## config.mk

```make
export PLATFORM = sky130hd
export DESIGN_NAME = dmem_bus_arbiter
export DESIGN_NICKNAME = d
export VERILOG_FILES = /design/src/rtl/dmem_arb_pkg.sv /design/src/rtl/rr_select2.sv /design/src/rtl/dmem_bus_arbiter.sv
export SDC_FILE = /design/constraint.sdc
export NUM_CORES = 1
export LEC_CHECK = 0
export BUFFER_PORTS_ARGS = -buffer_cell sky130_fd_sc_hd__buf_2
export CELL_PAD_IN_SITES_DETAIL_PLACEMENT = 1
export CELL_PAD_IN_SITES_GLOBAL_PLACEMENT = 1
export CORE_ASPECT_RATIO = 1.5
export CORE_MARGIN = 8
export CORE_UTILIZATION = 29
export DETAILED_ROUTE_END_ITERATION = 12
export HOLD_SLACK_MARGIN = 0.08
export PLACE_DENSITY = 0.78
export SYNTH_ARGS = -nofsm -noshare
export SYNTH_HDL_FRONTEND = slang
export SYNTH_SLANG_ARGS = --single-unit
```

## constraint.sdc

```tcl
create_clock -name clock -period 1.8 [get_ports clock]
set_clock_uncertainty 0.15 [all_clocks]
set_input_delay 0.09 -clock clock [delete_from_list [all_inputs] [get_ports clock]]
set_output_delay 0.09 -clock clock [all_outputs]
set_load 0.02 [all_outputs]
```

## src/rtl/dmem_arb_pkg.sv

```systemverilog
// Shared types and widths for the data-memory bus arbiter.
package dmem_arb_pkg;

  localparam int ARB_PORTS = 2;
  localparam int ADDR_W    = 32;
  localparam int DATA_W    = 32;
  localparam int BE_W      = 4;

  typedef enum logic [1:0] {
    IDLE  = 2'd0,
    ISSUE = 2'd1,
    WAIT  = 2'd2,
    DONE  = 2'd3
  } arb_state_e;

endpackage

```

## src/rtl/rr_select2.sv

```systemverilog
// Combinational two-way round-robin pick: a lone requester wins,
// a tie goes to the port that was not granted last time.
module rr_select2 (
  input  logic [1:0] req,
  input  logic       last_grant,
  output logic       grant_valid,
  output logic       grant_idx
);

  // Pick the winning port from the request pair and the previous grant.
  always_comb begin
    grant_valid = |req;
    grant_idx   = 1'b0;
    if (req == 2'b11) begin
      grant_idx = ~last_grant;
    end else if (req[1]) begin
      grant_idx = 1'b1;
    end
  end

endmodule

```

## src/rtl/dmem_bus_arbiter.sv

```systemverilog
// Two-port data-memory bus arbiter: latches one request at a time,
// issues a single registered bus strobe, waits out the read latency
// and returns a one-cycle acknowledge to the granted port.
module dmem_bus_arbiter
  import dmem_arb_pkg::*;
#(
  parameter int READ_LATENCY = 1
) (
  input  logic              clock,
  input  logic              reset,
  input  logic              m0_req,
  input  logic              m0_write,
  input  logic [ADDR_W-1:0] m0_address,
  input  logic [DATA_W-1:0] m0_write_data,
  input  logic [BE_W-1:0]   m0_byte_enable,
  output logic              m0_ack,
  output logic [DATA_W-1:0] m0_read_data,
  input  logic              m1_req,
  input  logic              m1_write,
  input  logic [ADDR_W-1:0] m1_address,
  input  logic [DATA_W-1:0] m1_write_data,
  input  logic [BE_W-1:0]   m1_byte_enable,
  output logic              m1_ack,
  output logic [DATA_W-1:0] m1_read_data,
  output logic [ADDR_W-1:0] bus_address,
  output logic [DATA_W-1:0] bus_write_data,
  output logic [BE_W-1:0]   bus_byte_enable,
  output logic              bus_read_enable,
  output logic              bus_write_enable,
  input  logic [DATA_W-1:0] bus_read_data,
  output logic              busy
);

  localparam int CNT_W = $clog2(READ_LATENCY + 1);

  arb_state_e        state_reg, state_next;
  logic              grant_reg;
  logic              write_reg;
  logic [CNT_W-1:0]  cnt_reg;
  logic [ADDR_W-1:0] bus_address_reg;
  logic [DATA_W-1:0] bus_write_data_reg;
  logic [BE_W-1:0]   bus_byte_enable_reg;
  logic              bus_read_enable_reg;
  logic              bus_write_enable_reg;
  logic [DATA_W-1:0] read_data_reg [ARB_PORTS];
  logic [ARB_PORTS-1:0] ack_vec;

  logic              grant_valid;
  logic              grant_idx;
  logic              sel_write;
  logic [ADDR_W-1:0] sel_address;
  logic [DATA_W-1:0] sel_write_data;
  logic [BE_W-1:0]   sel_byte_enable;

  rr_select2 u_rr_select2 (
    .req         ({m1_req, m0_req}),
    .last_grant  (grant_reg),
    .grant_valid (grant_valid),
    .grant_idx   (grant_idx)
  );

  assign sel_write       = grant_idx ? m1_write       : m0_write;
  assign sel_address     = grant_idx ? m1_address     : m0_address;
  assign sel_write_data  = grant_idx ? m1_write_data  : m0_write_data;
  assign sel_byte_enable = grant_idx ? m1_byte_enable : m0_byte_enable;

  // Next-state logic for the transaction sequencer.
  always_comb begin
    state_next = state_reg;
    case (state_reg)
      IDLE:    if (grant_valid) state_next = ISSUE;
      ISSUE:   state_next = write_reg ? DONE : WAIT;
      WAIT:    if (cnt_reg == '0) state_next = DONE;
      DONE:    state_next = IDLE;
      default: state_next = IDLE;
    endcase
  end

  // State register, request latch, bus drive registers and latency counter.
  always_ff @(posedge clock) begin
    if (reset) begin
      state_reg            <= IDLE;
      grant_reg            <= 1'b1;
      write_reg            <= 1'b0;
      cnt_reg              <= '0;
      bus_address_reg      <= '0;
      bus_write_data_reg   <= '0;
      bus_byte_enable_reg  <= '0;
      bus_read_enable_reg  <= 1'b0;
      bus_write_enable_reg <= 1'b0;
    end else begin
      state_reg            <= state_next;
      bus_read_enable_reg  <= 1'b0;
      bus_write_enable_reg <= 1'b0;
      case (state_reg)
        IDLE: begin
          if (grant_valid) begin
            grant_reg            <= grant_idx;
            write_reg            <= sel_write;
            bus_address_reg      <= sel_address;
            bus_write_data_reg   <= sel_write_data;
            bus_byte_enable_reg  <= sel_byte_enable;
            bus_read_enable_reg  <= ~sel_write;
            bus_write_enable_reg <= sel_write;
          end
        end
        ISSUE: begin
          if (!write_reg) cnt_reg <= CNT_W'(READ_LATENCY - 1);
        end
        WAIT: begin
          if (cnt_reg != '0) cnt_reg <= cnt_reg - CNT_W'(1);
        end
        default: ;
      endcase
    end
  end

  for (genvar gi = 0; gi < ARB_PORTS; gi++) begin : g_port
    // Capture returning read data for this port when the latency expires.
    always_ff @(posedge clock) begin
      if (reset) begin
        read_data_reg[gi] <= '0;
      end else if (state_reg == WAIT && cnt_reg == '0 && grant_reg == 1'(gi)) begin
        read_data_reg[gi] <= bus_read_data;
      end
    end
    assign ack_vec[gi] = (state_reg == DONE) && (grant_reg == 1'(gi));
  end

  assign m0_ack           = ack_vec[0];
  assign m1_ack           = ack_vec[1];
  assign m0_read_data     = read_data_reg[0];
  assign m1_read_data     = read_data_reg[1];
  assign bus_address      = bus_address_reg;
  assign bus_write_data   = bus_write_data_reg;
  assign bus_byte_enable  = bus_byte_enable_reg;
  assign bus_read_enable  = bus_read_enable_reg;
  assign bus_write_enable = bus_write_enable_reg;
  assign busy             = (state_reg != IDLE);

endmodule

```

==> impl_metrics.py, run 1 <==
metrics = {
    "sta": {
        "finalHoldViolations": 0,
        "tightest_slew_ns": 0.716,
        "slew_headroom": 0.523,
        "timing.final.crit_share": 0.961,
        "slew_violations": 0,
        "timing.setup.tns_ns": 0,
        "max_clock_freq_ghz": 0.578,
        "setup_viol": 0,
        "timing.hold.ws_ns": 0.317,
        "setup_repair_after_global_routing_missed_its_margin": "false",
        "finalCriticalPeriod_ns": 1.73,
    },
    "pwr": {
        "power_per_cell_area_nw_per_um2": 1390,
        "static-leakage-power_nw": 4.64,
        "finalPower_mw": 14.0,
        "power.ir.vdd_worst_mv": 0.689,
    },
    "synth": {
        "synth_largest_area_cell": "sky130_fd_sc_hd__edfxtp_1",
        "synth.lib_cells_used.distinct": 28,
        "post_synthesis_sequential_area_ratio": 0.602,
        "synth_top_area_frac": 0.340,
        "ys.warnings.count": 0,
        "syn-num-nets": 731,
        "synth_top_cells_by_area": "sky130_fd_sc_hd__edfxtp_1, sky130_fd_sc_hd__dfxtp_1, sky130_fd_sc_hd__a211oi_1",
        "avgSynthCellArea_um2": 10.2,
        "count_of_mapped_cells_out_of_synthesis": 552,
        "post_synth_instance_area_um2": 5650,
        "yosys_register_bits": 138,
    },
    "die": {
        "initial_utilization": 0.295,
        "overall_die_height_um": 187,
        "die_width_um": 130,
        "placeableCoreArea_um2": 19200,
        "dieArea_um2": 24300,
        "count_of_boundary_i_o_pins": 311,
        "placementRows": 62,
    },
    "grt": {
        "overall_global_routing_usage": 0.218,
        "number_of_antenna_violations_at_the_first_check_in_global_routing": 12,
        "gr-total-overflow": 0,
        "global_route_wire_length_before_repair_mm": 40.2,
        "grt_pass1_vias": 7090,
        "largest_net_degree_at_the_start_of_global_routing": 60,
    },
    "route": {
        "drt-vias-per-instance": 4.82,
        "routed-via-count": 6338,
        "postRouteWirelength_mm": 27.3,
        "drt_pre_antenna_iters": 4,
        "route.detailed.wl_per_inst_um": 20.7,
        "antenna_left": 0,
        "drcViolationCount": 0,
        "detail_route.iter0.violations": 198,
    },
    "critical_path": {
        "timing.critical_path.from_type": "register",
        "critical_path_class": "register to register",
        "cp-end-kind": "register",
        "worstPathRequired_ns": 1.97,
        "worstPathArrival_ns": 1.90,
        "worst-path-max-fanout": 38,
    },
    "clock_network": {
        "numClockSinks": 138,
        "worstSkewPairLatency_ns": 0.42,
        "cts_tree": "built",
        "cts_made_buffers": 17,
        "cts-htree-levels": 4,
        "cts_buffer_depth": 2,
        "path_clk_slew_ns": 0.06,
        "clock_tree.root_cell": "sky130_fd_sc_hd__clkbuf_16",
    },
    "finish": {
        "flow.area_growth_from_synthesis_pct": 77.7,
        "post-route-util": 0.524,
        "proportion_of_layout_cells_with_a_drive_suffix_above_1": 0.366,
        "most-common-layout-cells": "sky130_fd_sc_hd__buf_2, sky130_fd_sc_hd__dlygate4sd3_1, sky130_fd_sc_hd__dfxtp_1",
        "flip_flop_count_of_the_largest_register_after_layout": 64,
        "mostFrequentLayoutCell": "sky130_fd_sc_hd__buf_2",
        "layout.nets": 1214,
    },
    "placement": {
        "place.port_buffers": 310,
        "globalplace.congestion": 0.790,
        "dp_hpwl_mm": 15.2,
    },
    "run_status": {
        "run_status": "complete, no violations",
    },
    "job": {
        "drv_cap": 0,
    },
    "hold_path": {
        "min-delay-path-class": "input port to register",
    },
}
==> final timing paths <==
check	start	endpoint	slack, ns	depth (start not counted)
worst min register to register	bus_write_data[18]	bus_write_data[18]	0.35	2
worst max register to register	state_reg[0]	bus_address[7]	0.07	7
worst min-delay path	m0_write_data[31]	bus_write_data[31]	0.32	4
worst max-delay path	state_reg[0]	bus_address[7]	0.07	7
==> final cells by class <==
type                            instances  area, µm²
Tap cell                              256        320
Clock inverter                         14        125
Timing Repair Buffer                  509       3610
Sequential cell                       138       3400
Multi-Input combinational cell        365       2110
Antenna cell                           11       27.5
Fill cell                            2162       9120
Clock buffer                           18        429
Inverter                                4       15.0
==> cells in the mapped netlist <==
cell	n
sky130_fd_sc_hd__inv_1	4
sky130_fd_sc_hd__edfxtp_1	64
sky130_fd_sc_hd__buf_4	4
sky130_fd_sc_hd__o21a_1	1
sky130_fd_sc_hd__nor3b_2	1
sky130_fd_sc_hd__and2_1	65
sky130_fd_sc_hd__a311o_1	1
sky130_fd_sc_hd__clkbuf_1	18
sky130_fd_sc_hd__a21o_1	2
sky130_fd_sc_hd__nor2_1	70
sky130_fd_sc_hd__a21oi_1	69
sky130_fd_sc_hd__a221oi_1	1
sky130_fd_sc_hd__o21ai_2	1
sky130_fd_sc_hd__or3b_2	1
sky130_fd_sc_hd__nor3_1	1
sky130_fd_sc_hd__nor2b_1	1
sky130_fd_sc_hd__a21bo_1	1
sky130_fd_sc_hd__nor3b_1	2
sky130_fd_sc_hd__dfxtp_1	74
sky130_fd_sc_hd__clkbuf_2	1
sky130_fd_sc_hd__mux2i_1	2
sky130_fd_sc_hd__nand2_1	68
sky130_fd_sc_hd__buf_2	21
sky130_fd_sc_hd__o21ai_0	1
sky130_fd_sc_hd__ha_1	5
sky130_fd_sc_hd__a21boi_2	1
sky130_fd_sc_hd__a211oi_1	70
sky130_fd_sc_hd__buf_6	2
==> per-layer routing <==
metal,wire length (µm),vias to the layer above,GRT usage
met2,14400,310,0.386
met5,10,-,0
met3,2170,86,0.0725
met4,1350,2,0.139
li1,-,2903,-
met1,9360,3037,0.210
==> through the flow <==
stage                     setup slack [ns]  instance area, µm²  std cells
after global placement              -0.158                7580       1093
after CTS                           0.0301                9950       1303
after floorplan                      0.129                5650        552
after global routing               0.00461               10000       1315
final                               0.0710               10000       1315
after detailed placement            -0.216                7580       1093
==> repair_timing <==
item                                   in CTS  in global routing
cloned                                      1                  1
hold buffers                              173                  0
pin swaps                                   1                  0
setup endpoints to repair                 129                 26
endpoints found under the hold margin     138                  0
gates resized for setup                     5                  8
buffers inserted                            4                  0
==> kinds of logic (layout without fill, tap and decap cells) <==
logic type | after synthesis | in the layout | share of synthesized area
AND/OR/NAND/NOR | 209 | 210 | 0.172
AO/OA/AOI/OAI | 148 | 148 | 0.168
flip-flops | 138 | 138 | 0.602
multiplexers | 2 | 2 | 0.00354
buffers and inverters | 50 | 545 | 0.0434
other | 0 | 11 | 0
adder cells (fa/ha/maj) | 5 | 5 | 0.0111
==> worst max-delay path, stage by stage, from the launching register on <==
cell and delay (ns):
sky130_fd_sc_hd__dfxtp_1 0.33, sky130_fd_sc_hd__inv_1 0.07, sky130_fd_sc_hd__buf_4 0.15, sky130_fd_sc_hd__ha_4 0.18
sky130_fd_sc_hd__o21ai_4 0.09, sky130_fd_sc_hd__buf_12 0.23, sky130_fd_sc_hd__a21oi_1 0.09, sky130_fd_sc_hd__a211oi_2 0.28
==> report_power, final <==
part	total, mW	switching [mW]	internal, mW	leakage [nW]
Sequential	4.65	0.428	4.22	1.28
Combinational	6.03	3.77	2.26	3.09
Clock	3.32	1.50	1.81	0.267
No activity file was read; power rests on OpenSTA's default activity.
==> run 2, diff against run 1 <==
CAP_MARGIN = 30   (was not set)
CORE_UTILIZATION = 31   (was 29)
PLACE_DENSITY = 0.79   (was 0.78)
SYNTH_HIERARCHICAL = 1   (was not set)
==> impl_metrics.py, run 2 <==
metrics = {
    "die": {
        "placementRows": 62,
        "overall_die_height_um": 186,
        "initial_utilization": 0.314,
        "count_of_boundary_i_o_pins": 311,
        "die_width_um": 129,
        "dieArea_um2": 24100,
        "placeableCoreArea_um2": 19000,
    },
    "finish": {
        "flip_flop_count_of_the_largest_register_after_layout": 64,
        "mostFrequentLayoutCell": "sky130_fd_sc_hd__buf_2",
        "layout.nets": 1148,
        "fillerInstances": 2067,
        "flow.area_growth_from_synthesis_pct": 71.8,
        "proportion_of_layout_cells_with_a_drive_suffix_above_1": 0.429,
        "area.sequential_um2": 3400,
        "most-common-layout-cells": "sky130_fd_sc_hd__buf_2, sky130_fd_sc_hd__dlygate4sd3_1, sky130_fd_sc_hd__dfxtp_1",
        "footprint_of_the_multi_input_gates_um2": 2310,
        "stdcell_area_um2": 10300,
    },
    "critical_path": {
        "slowest_stage": "sky130_fd_sc_hd__dlygate4sd3_1",
        "worstPathRequired_ns": 1.91,
        "critical_path_class": "input port to register",
        "worst-path-max-fanout": 4,
        "critPathMaxStageDelay_ns": 0.59,
        "worst_r2r_path_cells": 6,
        "critical_path.reg2reg.endpoint": "bus_write_data[27]",
        "r2r_slack_ns": 0.13,
        "timing.critical_path.mode_cell": "sky130_fd_sc_hd__dlygate4sd3_1",
        "cp-end-kind": "register",
        "startpoint_of_the_worst_slack_reg_to_reg_timing_path": "state_reg[1]",
        "timing.critical_path.from_type": "input port",
        "critical_path.cell_chain": "dlygate4sd3_1 > buf_2 > or2_1 > dlygate4sd3_1 > nand2_1 > nor3_1",
        "worstPathArrival_ns": 1.80,
    },
    "route": {
        "detail_route.iter0.violations": 310,
        "postRouteWirelength_mm": 27.1,
        "drt_pre_antenna_iters": 4,
        "drt-vias-per-instance": 4.75,
        "drcViolationCount": 0,
        "routed-via-count": 5896,
        "antenna_left": 0,
        "route.detailed.wl_per_inst_um": 21.8,
    },
    "synth": {
        "synth.lib_cells_used.distinct": 29,
        "post_synthesis_sequential_area_ratio": 0.570,
        "avgSynthCellArea_um2": 12.5,
        "synth_top_cells_by_area": "sky130_fd_sc_hd__edfxtp_1, sky130_fd_sc_hd__dfxtp_1, sky130_fd_sc_hd__mux2i_1",
        "synth_top_area_frac": 0.322,
        "ys.warnings.count": 6,
        "edff_count_synth": 64,
        "postSynth.asyncResetShare": 0,
        "syn-num-nets": 657,
        "post-synth-top-count-cell": "sky130_fd_sc_hd__dfxtp_1",
        "yosys_register_bits": 138,
        "count_of_mapped_cells_out_of_synthesis": 478,
        "synthTopCellsByCount": "sky130_fd_sc_hd__dfxtp_1, sky130_fd_sc_hd__mux2i_1, sky130_fd_sc_hd__nor2_1, sky130_fd_sc_hd__and2_1, sky130_fd_sc_hd__edfxtp_1",
        "synth_largest_area_cell": "sky130_fd_sc_hd__edfxtp_1",
        "post_synth_instance_area_um2": 5970,
        "ys.flop_type": "sky130_fd_sc_hd__dfxtp_1",
    },
    "hold_path": {
        "worst_hold_path.num_cells": 2,
        "min-delay-start": "bus_address[4]",
        "min-delay-path-class": "register to register",
        "min_to": "bus_address[4]",
    },
    "sta": {
        "tightest_slew_ns": 0.714,
        "max_clock_freq_ghz": 0.592,
        "timing.hold.ws_ns": 0.346,
        "finalCriticalPeriod_ns": 1.69,
        "setup_viol": 0,
        "timing.final.crit_share": 0.938,
        "finalHoldViolations": 0,
        "slew_headroom": 0.524,
        "setup_repair_after_global_routing_missed_its_margin": "false",
        "timing.setup.tns_ns": 0,
        "slew_violations": 0,
    },
    "grt": {
        "global_route_wire_length_before_repair_mm": 39.2,
        "number_of_antenna_violations_at_the_first_check_in_global_routing": 4,
        "largest_net_degree_at_the_start_of_global_routing": 53,
        "gr-total-overflow": 0,
        "overall_global_routing_usage": 0.217,
        "grt_pass1_vias": 6702,
    },
    "placement": {
        "dp_hpwl_mm": 15.2,
        "placedInstanceArea_um2": 7880,
        "globalplace.congestion": 0.703,
        "place.port_buffers": 310,
    },
    "pwr": {
        "power_per_cell_area_nw_per_um2": 1370,
        "finalPower_mw": 14.1,
        "power.ir.vdd_worst_mv": 0.643,
        "static-leakage-power_nw": 4.64,
    },
    "clock_network": {
        "numClockSinks": 138,
        "cts_made_buffers": 17,
        "cts-htree-levels": 4,
        "path_clk_slew_ns": 0.07,
        "clock_tree.root_cell": "sky130_fd_sc_hd__clkbuf_16",
        "cts_buffer_depth": 2,
        "worstSkewPairLatency_ns": 0.41,
        "cts_tree": "built",
    },
    "job": {
        "drv_cap": 0,
    },
    "run_status": {
        "run_status": "complete, no violations",
    },
}
## run 2: cell types whose count changed after synthesis, sizes merged
cell	previous run	this run
a21oi	69	0
mux2i	2	70
nand2	68	3
clkbuf	19	10
buf	27	29
a21bo	1	0
a311o	1	0
and2	65	66
nand2b	0	1
nand3b	0	1
o21a	1	0
o21ai	2	1
or2	0	1
or3b	1	0
## run 2: worst max path at each step
stage / slack [ns] / end / from
2_1_floorplan: 0.18 / read_data_reg[0][0] / state_reg[0]
3_3_place_gp: 0.15 / bus_write_data[27] / state_reg[0]
3_5_place_dp: 0.06 / bus_write_data[26] / state_reg[0]
4_1_cts: 0.03 / bus_write_data[26] / state_reg[0]
5_1_grt: 0.01 / bus_write_data[10] / state_reg[1]
6_report: 0.11 / bus_write_enable / m1_req
## run 2: logic make-up after synthesis
kind of cell / after synthesis / share of synthesized area
AOI/OAI and AO/OA: 75 / 0.128
and+or+nand+nor: 147 / 0.126
DFF: 138 / 0.570
adders and majority gates: 5 / 0.0105
muxes: 70 / 0.117
buffers and inverters: 43 / 0.0490
## run 2: layout make-up
cell class | instances | share of cell area
repair buffers | 510 | 0.354
flip-flops and latches | 138 | 0.332
multi-input cells | 298 | 0.225
clock buffers | 18 | 0.0428
well taps | 256 | 0.0312
clock inverters | 14 | 0.0124
inverters | 4 | 0.00146
diodes | 4 | 0.000975
## run 2: power breakdown
group | internal [mW] | total [mW] | switching [mW]
Combinational | 2.32 | 5.95 | 3.63
Sequential | 4.23 | 4.68 | 0.457
Clock | 1.86 | 3.43 | 1.57
## run 2: through the flow
| step | util | setup WS, ns | instances |
|---|---|---|---|
| floorplan | - | 0.183 | 478 |
| global placement | 0.414 | 0.151 | 1027 |
| detailed placement | 0.414 | 0.0561 | 1027 |
| CTS | 0.536 | 0.0330 | 1233 |
| global route | 0.540 | 0.0124 | 1242 |
| finish | 0.540 | 0.111 | 1242 |
## run 2: layer usage
metal | share of wire | vias up | wire length, µm | global-route usage
met5 | 0 | - | 0 | 0
met2 | 0.53 | 300 | 14300 | 0.399
met1 | 0.34 | 2814 | 9320 | 0.209
li1 | - | 2700 | - | -
met4 | 0.047 | 0 | 1270 | 0.121
met3 | 0.081 | 82 | 2210 | 0.0671
## run 2: repair_timing
item / CTS / global route
endpoints found under the setup margin: 0 / 37
hold buffers: 174 / 0
gates resized for setup: 0 / 5
hold endpoints to repair: 140 / 0
buffers inserted: 0 / 3
## run 2: critical path, delay by kind of cell
kind	cells	cell delay [ns]
simple gates	3	0.45
buf+inv	3	1.26
==> run 3, diff against run 2 <==
CORE_ASPECT_RATIO = 1.1   (was 1.5)
CTS_CLUSTER_DIAMETER = 40   (was not set)
==> impl_metrics.py, run 3 (same netlist as run 2, synthesis figures left out) <==
metrics = {
    "route": {
        "routed-via-count": 5787,
        "detail_route.iter0.violations": 228,
        "antenna_left": 0,
        "postRouteWirelength_mm": 26.4,
        "route.detailed.wl_per_inst_um": 21.6,
        "drt-vias-per-instance": 4.74,
        "drcViolationCount": 0,
        "drt_pre_antenna_iters": 4,
    },
    "sta": {
        "setup_viol": 0,
        "timing.hold.ws_ns": 0.0981,
        "max_clock_freq_ghz": 0.580,
        "slew_headroom": 0.749,
        "slew_violations": 0,
        "fin_ws_ns": 0.0747,
        "timing.final.crit_share": 0.958,
        "timing.setup.tns_ns": 0,
        "finalCriticalPeriod_ns": 1.73,
        "tightest_slew_ns": 0.366,
        "finalHoldViolations": 0,
    },
    "pwr": {
        "power_per_cell_area_nw_per_um2": 1380,
        "power.ir.vdd_worst_mv": 0.705,
        "static-leakage-power_nw": 4.63,
    },
    "job": {
        "drv_cap": 0,
    },
    "critical_path": {
        "critical_path_class": "register to register",
        "worstPathRequired_ns": 1.97,
        "worstPathArrival_ns": 1.89,
        "worstSetupStartpoint": "state_reg[1]",
        "timing.critical_path.from_type": "register",
        "worst-path-max-fanout": 31,
        "startpoint_of_the_worst_slack_reg_to_reg_timing_path": "state_reg[1]",
        "cp-end-kind": "register",
    },
    "placement": {
        "dp_hpwl_mm": 15.1,
        "globalplace.congestion": 0.713,
        "place.port_buffers": 310,
        "dpl_worst_slack_ns": 0.0273,
    },
    "grt": {
        "largest_net_degree_at_the_start_of_global_routing": 63,
        "number_of_antenna_violations_at_the_first_check_in_global_routing": 4,
        "overall_global_routing_usage": 0.214,
        "gr-total-overflow": 0,
        "global_route_wire_length_before_repair_mm": 39.2,
        "grt_pass1_vias": 6580,
    },
    "hold_path": {
        "min-delay-path-class": "input port to register",
        "min-delay-start": "m0_req",
    },
    "clock_network": {
        "worstSkewPairLatency_ns": 0.41,
        "path_clk_slew_ns": 0.06,
        "numClockSinks": 138,
        "cts_tree": "built",
        "cts_made_buffers": 17,
        "cts_buffer_depth": 2,
        "clock_tree.root_cell": "sky130_fd_sc_hd__clkbuf_16",
        "cts-htree-levels": 4,
    },
    "finish": {
        "fillerInstances": 2023,
        "most-common-layout-cells": "sky130_fd_sc_hd__buf_2, sky130_fd_sc_hd__dlygate4sd3_1, sky130_fd_sc_hd__dfxtp_1",
        "flow.area_growth_from_synthesis_pct": 71.5,
        "mostFrequentLayoutCell": "sky130_fd_sc_hd__buf_2",
        "flip_flop_count_of_the_largest_register_after_layout": 64,
        "layout.nets": 1137,
        "proportion_of_layout_cells_with_a_drive_suffix_above_1": 0.424,
    },
    "die": {
        "overall_die_height_um": 162,
        "placementRows": 53,
        "count_of_boundary_i_o_pins": 311,
        "dieArea_um2": 24000,
        "initial_utilization": 0.314,
        "placeableCoreArea_um2": 19000,
        "die_width_um": 148,
    },
    "run_status": {
        "run_status": "complete, no violations",
    },
}
==> run 3: cell count changes in the layout (fill, tap and decap cells not counted), moves of 2 or more <==
cell | before | now
sky130_fd_sc_hd__bufinv_16 | 0 | 2
sky130_fd_sc_hd__buf_16 | 0 | 2
sky130_fd_sc_hd__buf_12 | 10 | 8
sky130_fd_sc_hd__dlygate4sd3_1 | 174 | 171
sky130_fd_sc_hd__buf_4 | 16 | 7
sky130_fd_sc_hd__clkinvlp_4 | 4 | 1
==> run 3: layout make-up <==
type                       count  area (µm²)  area share
antenna                        4        10.0    0.000977
timing repair buffer         500        3590       0.351
inverter                       4        15.0     0.00147
sequential                   138        3400       0.332
clock inverter                15         175      0.0171
clock buffer                  17         425      0.0415
tap                          247         309      0.0302
multi-input combinational    297        2310       0.226
==> run 3: worst paths after layout <==
kind	slack (ns)	to	cells after the start
hold / removal	0.1	grant_reg	5
setup / recovery	0.07	bus_address[15]	6
hold reg to reg	0.35	bus_write_data[29]	2
setup reg to reg	0.07	bus_address[15]	6
==> run 3: routing by layer <==
layer	share of wire	track usage	vias up	wire length, µm
met2	0.52	0.379	276	13700
met1	0.36	0.212	2778	9430
met5	0	0	-	0
li1	-	-	2666	-
met4	0.039	0.120	0	1040
met3	0.084	0.0786	67	2230
==> run 3: power by group <==
group	switching (mW)	internal, mW	leakage [nW]
registers	0.446	4.23	1.28
clock network	1.51	2.10	0.293
logic	3.61	2.25	3.06
==> run 3: timing repair <==
action,4_1_cts,5_1_grt
buffers inserted,0,1
endpoints found under the hold margin,135,0
pin swaps,0,1
gates cloned,0,2
setup endpoints to repair,2,73
hold buffers,171,0
gates resized for setup,0,10
==> run 3: stage by stage <==
stage,util,cell area (µm²),total power [mW],instances
3_5_place_dp,0.411,7820,9.80,1012
5_1_grt,0.538,10200,14.8,1222
2_1_floorplan,-,5970,8.20,478
6_report,0.538,10200,14.1,1222
4_1_cts,0.532,10100,13.7,1215
3_3_place_gp,0.411,7820,9.62,1012
==> run 3: critical path: stages (launching register included) <==
cell                       delay [ns]
sky130_fd_sc_hd__dfxtp_2         0.34
sky130_fd_sc_hd__inv_1           0.12
sky130_fd_sc_hd__ha_2            0.22
sky130_fd_sc_hd__and2_4          0.25
sky130_fd_sc_hd__buf_16          0.20
sky130_fd_sc_hd__nor2_1          0.08
sky130_fd_sc_hd__a211oi_1        0.26
